===== config.mk =====
export PLATFORM = sky130hd
export DESIGN_NAME = inst_queue
export DESIGN_NICKNAME = d
export VERILOG_FILES = /design/src/rtl/inst_queue_pkg.sv /design/src/rtl/inst_queue_ram.sv /design/src/rtl/inst_queue.sv
export SDC_FILE = /design/constraint.sdc
export NUM_CORES = 1
export LEC_CHECK = 0
export CORE_MARGIN = 2
export CORE_UTILIZATION = 53
export CTS_CLUSTER_DIAMETER = 200
export DETAILED_ROUTE_END_ITERATION = 7
export PLACE_DENSITY = 0.82
export SYNTH_ARGS = -nofsm -noshare
export SYNTH_HDL_FRONTEND = slang
export SYNTH_SLANG_ARGS = --single-unit

===== constraint.sdc =====
create_clock -name clk -period 6.2 [get_ports clk]
set_input_delay 1.24 -clock clk [delete_from_list [all_inputs] [get_ports clk]]
set_output_delay 1.24 -clock clk [all_outputs]
set_load 0.03 [all_outputs]

===== src/rtl/inst_queue_pkg.sv =====
// rtl/inst_queue_pkg.sv - shared types and constants for the instruction queue
// Purpose: default geometry, exception cause codes and the packed entry layout
//          used by inst_queue and inst_queue_ram.
// Ports:   none (package).
package inst_queue_pkg;

    localparam int IQ_DEPTH = 8;
    localparam int IQ_PTR_W = 3;

    // 7-bit fetch exception cause codes
    localparam logic [6:0] EXCEPTION_NOP  = 7'h00;
    localparam logic [6:0] EXCEPTION_ADEF = 7'h08;

    // pc + inst + excp + cause
    localparam int IQ_ENTRY_W = 32 + 32 + 1 + 7;

    typedef struct packed {
        logic [31:0] pc;
        logic [31:0] inst;
        logic        excp;
        logic [6:0]  cause;
    } iq_entry_t;

endpackage


===== src/rtl/inst_queue_ram.sv =====
// rtl/inst_queue_ram.sv - DEPTH x IQ_ENTRY_W register array, 2 write / 2 async read
// Purpose: entry storage for inst_queue. Storage is deliberately not reset.
// Ports:
//   clk              clock
//   we1/we2          write enables for write ports 1/2
//   waddr1/waddr2    write addresses (tail, tail+1)
//   wdata1/wdata2    packed entries to write
//   raddr1/raddr2    read addresses (head, head+1)
//   rdata1/rdata2    combinational read data
module inst_queue_ram
    import inst_queue_pkg::*;
#(
    parameter int DEPTH = IQ_DEPTH,
    parameter int PTR_W = IQ_PTR_W
) (
    input  logic                  clk,
    input  logic                  we1,
    input  logic [PTR_W-1:0]      waddr1,
    input  logic [IQ_ENTRY_W-1:0] wdata1,
    input  logic                  we2,
    input  logic [PTR_W-1:0]      waddr2,
    input  logic [IQ_ENTRY_W-1:0] wdata2,
    input  logic [PTR_W-1:0]      raddr1,
    input  logic [PTR_W-1:0]      raddr2,
    output logic [IQ_ENTRY_W-1:0] rdata1,
    output logic [IQ_ENTRY_W-1:0] rdata2
);

    logic [IQ_ENTRY_W-1:0] r_mem [DEPTH];

    // The controller always drives distinct addresses when both ports write.
    always_ff @(posedge clk) begin
        if (we1) r_mem[waddr1] <= wdata1;
        if (we2) r_mem[waddr2] <= wdata2;
    end

    assign rdata1 = r_mem[raddr1];
    assign rdata2 = r_mem[raddr2];

endmodule


===== src/rtl/inst_queue.sv =====
// rtl/inst_queue.sv - dual-push / dual-pop instruction buffer between fetch and decode
// Purpose: queues up to two fetched instructions per cycle (pc, inst, exception info),
//          presents the two oldest to decode in order, requests fetch pause early
//          enough for in-flight pairs to still fit, and empties on flush.
// Ports:
//   clk, rst                       clock, synchronous active-high reset
//   flush                          backend redirect, empties the queue
//   push_valid1/2                  fetch slot valids (slot 2 needs slot 1)
//   push_pc1/2, push_inst1/2       fetched pc / instruction word
//   push_excp1/2, push_cause1/2    fetch exception flag / cause
//   dec_ready1/2                   decode accepts output slot 1/2
//   out_valid1/2 .. out_cause1/2   head / head+1 entry
//   pause_req                      pause request to the pc generator
//   count                          current occupancy
//   ovf_err                        one-cycle pulse: a push pair was dropped
module inst_queue
    import inst_queue_pkg::*;
#(
    parameter int DEPTH = IQ_DEPTH,
    parameter int PTR_W = IQ_PTR_W
) (
    input  logic             clk,
    input  logic             rst,
    input  logic             flush,
    input  logic             push_valid1,
    input  logic             push_valid2,
    input  logic [31:0]      push_pc1,
    input  logic [31:0]      push_pc2,
    input  logic [31:0]      push_inst1,
    input  logic [31:0]      push_inst2,
    input  logic             push_excp1,
    input  logic             push_excp2,
    input  logic [6:0]       push_cause1,
    input  logic [6:0]       push_cause2,
    input  logic             dec_ready1,
    input  logic             dec_ready2,
    output logic             out_valid1,
    output logic             out_valid2,
    output logic [31:0]      out_pc1,
    output logic [31:0]      out_pc2,
    output logic [31:0]      out_inst1,
    output logic [31:0]      out_inst2,
    output logic             out_excp1,
    output logic             out_excp2,
    output logic [6:0]       out_cause1,
    output logic [6:0]       out_cause2,
    output logic             pause_req,
    output logic [PTR_W:0]   count,
    output logic             ovf_err
);

    localparam int CNT_W = PTR_W + 1;
    localparam logic [CNT_W-1:0] DEPTH_C = CNT_W'(DEPTH);

    logic [PTR_W-1:0] r_head;
    logic [PTR_W-1:0] r_tail;
    logic [CNT_W-1:0] r_count;
    logic             r_ovf;

    logic [CNT_W-1:0] w_free;
    logic [1:0]       w_npush;
    logic             w_fits;
    logic             w_push_ok;
    logic             w_drop;
    logic [1:0]       w_nacc;
    logic             w_pop1;
    logic             w_pop2;
    logic [1:0]       w_npop;
    logic             w_we1;
    logic             w_we2;

    logic [IQ_ENTRY_W-1:0] w_wdata1;
    logic [IQ_ENTRY_W-1:0] w_wdata2;
    logic [IQ_ENTRY_W-1:0] w_rdata1;
    logic [IQ_ENTRY_W-1:0] w_rdata2;
    iq_entry_t             w_rd1;
    iq_entry_t             w_rd2;

    // Free space comes from the registered count, so a pop in the same cycle
    // does not make room for this cycle's push.
    assign w_free    = DEPTH_C - r_count;
    assign w_npush   = {1'b0, push_valid1} + {1'b0, push_valid1 & push_valid2};
    assign w_fits    = {{(CNT_W-2){1'b0}}, w_npush} <= w_free;
    // A pair that does not fully fit is dropped whole; flush suppresses both.
    assign w_push_ok = !flush && w_fits;
    assign w_drop    = !flush && !w_fits;
    assign w_nacc    = w_push_ok ? w_npush : 2'd0;
    assign w_we1     = w_push_ok && push_valid1;
    assign w_we2     = w_push_ok && push_valid1 && push_valid2;

    assign out_valid1 = (r_count != '0);
    assign out_valid2 = (r_count >= CNT_W'(2));

    // Slot 2 only leaves together with slot 1 to keep program order.
    assign w_pop1 = out_valid1 && dec_ready1;
    assign w_pop2 = w_pop1 && out_valid2 && dec_ready2;
    assign w_npop = {1'b0, w_pop1} + {1'b0, w_pop2};

    // Margin of 4: one pair already in flight plus one issued while pausing.
    assign pause_req = (w_free < CNT_W'(4));
    assign count     = r_count;
    assign ovf_err   = r_ovf;

    always_ff @(posedge clk) begin
        if (rst || flush) begin
            r_head  <= '0;
            r_tail  <= '0;
            r_count <= '0;
            r_ovf   <= 1'b0;
        end else begin
            r_head  <= r_head + PTR_W'(w_npop);
            r_tail  <= r_tail + PTR_W'(w_nacc);
            r_count <= r_count + CNT_W'(w_nacc) - CNT_W'(w_npop);
            r_ovf   <= w_drop;
        end
    end

    assign w_wdata1 = {push_pc1, push_inst1, push_excp1, push_cause1};
    assign w_wdata2 = {push_pc2, push_inst2, push_excp2, push_cause2};

    inst_queue_ram #(
        .DEPTH (DEPTH),
        .PTR_W (PTR_W)
    ) u_ram (
        .clk    (clk),
        .we1    (w_we1),
        .waddr1 (r_tail),
        .wdata1 (w_wdata1),
        .we2    (w_we2),
        .waddr2 (r_tail + PTR_W'(1)),
        .wdata2 (w_wdata2),
        .raddr1 (r_head),
        .raddr2 (r_head + PTR_W'(1)),
        .rdata1 (w_rdata1),
        .rdata2 (w_rdata2)
    );

    assign w_rd1 = iq_entry_t'(w_rdata1);
    assign w_rd2 = iq_entry_t'(w_rdata2);

    assign out_pc1    = w_rd1.pc;
    assign out_inst1  = w_rd1.inst;
    assign out_excp1  = w_rd1.excp;
    assign out_cause1 = w_rd1.cause;
    assign out_pc2    = w_rd2.pc;
    assign out_inst2  = w_rd2.inst;
    assign out_excp2  = w_rd2.excp;
    assign out_cause2 = w_rd2.cause;

endmodule


==> metrics.md <==
| Metric | Value |
|---|---|
| Status | finished, final reports clean |
| Layout Cells excl Fill | 3037 |
| Tightest Hold Check Type | reg -> reg |
| Hold_buf cts | 0 |
| Placed inst area | 37800 µm² |
| PD cells | between 300 and 400 nW/µm² |
| Final WS setup | 1230 ps |
| CTS Buf Count | 68 |
| FF+latch count, synth | 587 |
| Die Area | 65600 µm² |
| Post-Synthesis Net Count | approximately 2000 |
| Pint | between 8 and 9 mW |
| Vias in the first global route | 21667 |
| Final period util | about four fifths |
| Initial Util | between 50 and 60% |
| Site row count | 92 |
| Final Critical Period | approximately 5000 ps |
| I/O Pins | between 300 and 400 |
| Setup Fix Bufs, Post-CTS | 0 |
| Worst-path maximum fanout | 52 |
| Cells after synthesis | 1862 |
| Post-route DRC | 0 |
| CP Launch Type | flop |
| Final Hold Viols | 0 |
| Final Power | 12.0 mW |
| Area occupied by multi-input gates | 15600 µm² |
| Crit-path cells | ha_4, buf_12, mux4_2, mux2_2, clkdlybuf4s50_1 |
| CP endpoint kind | primary output |
| Slew Limit Headroom | a little under a quarter |
| Initial DRC count | 1763 |
| Distinct cell type count after synthesis | 41 |
| Layout cells sized above 1 | 51.7% |
| Largest area contributor in the netlist | edfxtp_1 |
| Core ar. | 63000 µm² |
| Cts repair resizes | 0 |
| Clock skew | 17.4 ps |
| DP Cell Count | 2906 |
| Clock transition at the registers of the reported paths | 60 ps |
| Least-Margin Pin Slew | 1150 ps |
| Setup_tns | 0 ps |
| Fill cells | 4334 |
| Post-synthesis area per instance | approximately 18 µm² |
| Unrepaired setup endpoints after global routing | false |
| HPWL Detailed | between 50000 and 60000 µm |
| # setup viols final | 0 |
| Max frequency | about 200 MHz |
| H-tree lvl count | 3 |
| Synth async-reset ratio | 0% |
| Gate power share | 30.2% |
| Clk Latency, worst-skew pair | 620 ps |
| DR pass1 iterations | 7 |
| Dominant cells by area after synthesis | edfxtp_1 51%, mux2_2 23%, mux4_2 19% |
| Post-route design area | roughly 40000 µm² |
| Root buf cell | clkbuf_16 |
| Vias/cell | 6.59 |
| Yosys top cell area share | about half |
| Total track usage | 27.8% |
| Leak | 12.6 nW |
| CTS max path bufs | 3 |
| Seq pwr share | 38.2% |
| Clock share of power | 31.7% |
| Final hold slack | 713 ps |
| Final Net Count | 2299 |
| First-pass GRT wire length | 136000 µm |
| Post-route core utilization | 63.3% |
| WL/cell | between 20 and 30 µm |
| Placer Congestion | roughly 0.8 |
| CP required | about 5000 ps |
| YS warnings | 0 |
| Largest net degree at the start of global routing | 157 |
| Number of synthesized flops with an enable pin | between 500 and 600 |
| Synth-to-Final Area Change | 18.3% |
| Pre-CTS setup slack | 1460 ps |
| Worst Path Arrival | 3730 ps |
| Detail Route Antenna Nets | 0 |
| Maximum VDD drop | 0.220 mV |
| Die height | 256 µm |
| Final slew viol count | 0 |
| Antenna violations before repair | 16 |
| Clock sink total | 587 |
| Most used DFF post-synth | edfxtp_1 |
| Syn Std Cell Area | 33700 µm² |
| Critical Path Max Stage Delay | 740 ps |
| Register area share after synthesis | 52.0% |
| Slowest stage cell, crit path | ha_4 |
| Routed vias | 20007 |
| Sequential cell area | 17500 µm² |
| CTS tree | done |
| Grt ovf | 0 |
| WS Path Type | reg -> out |
| Psw | 3.57 mW |
| Sw frac | 29.8% |
| Final wirelength | slightly above 90000 µm |
| DIE WIDTH | 256 µm |
| PortBufs | 302 |
| Max-Cap Viols | 0 |
-- worst paths after layout --
check                           startpoint                  to  depth (start not counted)  slack [ps]
worst min register to register    count[3]            count[3]                          4         710
worst min-delay path              count[3]            count[3]                          4         710
worst max-delay path             r_head[1]         out_pc2[31]                          5        1230
worst max register to register    count[0]  u_ram.r_mem[0][29]                         10        2540
-- synthesized netlist by cell type, types with 2 or more instances --
cell type	instances
mux4_2	288
mux2_1	32
fa_1	4
clkbuf_1	53
nor2_1	21
o21ai_2	5
mux2_2	688
a21oi_1	3
buf_2	71
inv_1	17
o32a_1	3
xnor2_1	3
a2bb2oi_1	2
o22a_1	4
buf_1	12
nor3_1	7
ha_1	14
dfxtp_1	11
xor2_1	4
or2_2	2
o211ai_4	2
nand2_1	7
edfxtp_1	576
buf_6	7
nor2b_1	2
nand2b_1	2
o21ai_0	3
and2_1	6
-- layout make-up --
cell class                 count  area share (%)
sequential                   587            44.0
timing repair buffer         342            8.90
multi-input combinational   1114            39.1
clock inverter                33           0.637
tap                          846            2.65
inverter                      17           0.160
clock buffer                  90            4.58
antenna                        8          0.0502
-- power groups by stage --
| stage | clock (mW) | combinational, mW | sequential, mW |
|---|---|---|---|
| after floorplan | 0 | 2.34 | 4.66 |
| final | 3.81 | 3.62 | 4.58 |
| after global routing | 4.01 | 3.81 | 4.59 |
| after global placement | 0 | 3.57 | 4.65 |
| after CTS | 3.85 | 3.65 | 4.58 |
| after detailed placement | 0 | 3.62 | 4.66 |
-- worst max-delay path: cells and delay by family (launching register included) --
family,cells,cell delay [ps]
buffers and inverters,2,1030
adder cells (fa/ha/maj),1,740
multiplexers,2,710
flip-flops,1,600
-- layer usage --
metal | GRT usage [%] | vias to the layer above | part of all wire (%)
li1 | - | 8351 | -
met1 | 34.2 | 10506 | 37
met2 | 48.1 | 916 | 52
met3 | 5.96 | 216 | 7.7
met4 | 10.7 | 18 | 3.4
met5 | 0 | - | 0.13
-- cells in the final DEF (no fill, tap or decap), drive strengths merged, types with 4 or more instances in the layout --
| cell type | n |
|---|---|
| nor3 | 7 |
| clkinv | 24 |
| clkdlybuf4s50 | 302 |
| nor2 | 21 |
| o21ai | 8 |
| fa | 4 |
| o22a | 4 |
| inv | 22 |
| edfxtp | 576 |
| diode | 8 |
| nand2 | 7 |
| buf | 40 |
| clkbuf | 90 |
| xor2 | 4 |
| mux4 | 288 |
| ha | 14 |
| dfxtp | 11 |
| mux2 | 720 |
| and2 | 6 |
-- flip-flops by register name, indices dropped and copies added, names as in the netlist --
signal	cells
r_tail	3
r_head	3
ovf_err	1
u_ram.r_mem	576
count	4
-- logic make-up after synthesis --
group                    share of synthesized area, %
multiplexers                                     43.3
flip-flops                                       52.0
buffers and inverters                            2.22
AND/OR/NAND/NOR                                 0.821
AO/OA/AOI/OAI                                   0.731
adder cells (fa/ha/maj)                         0.757
XOR/XNOR                                        0.182
Note: power is estimated with default switching activity, not from simulation.
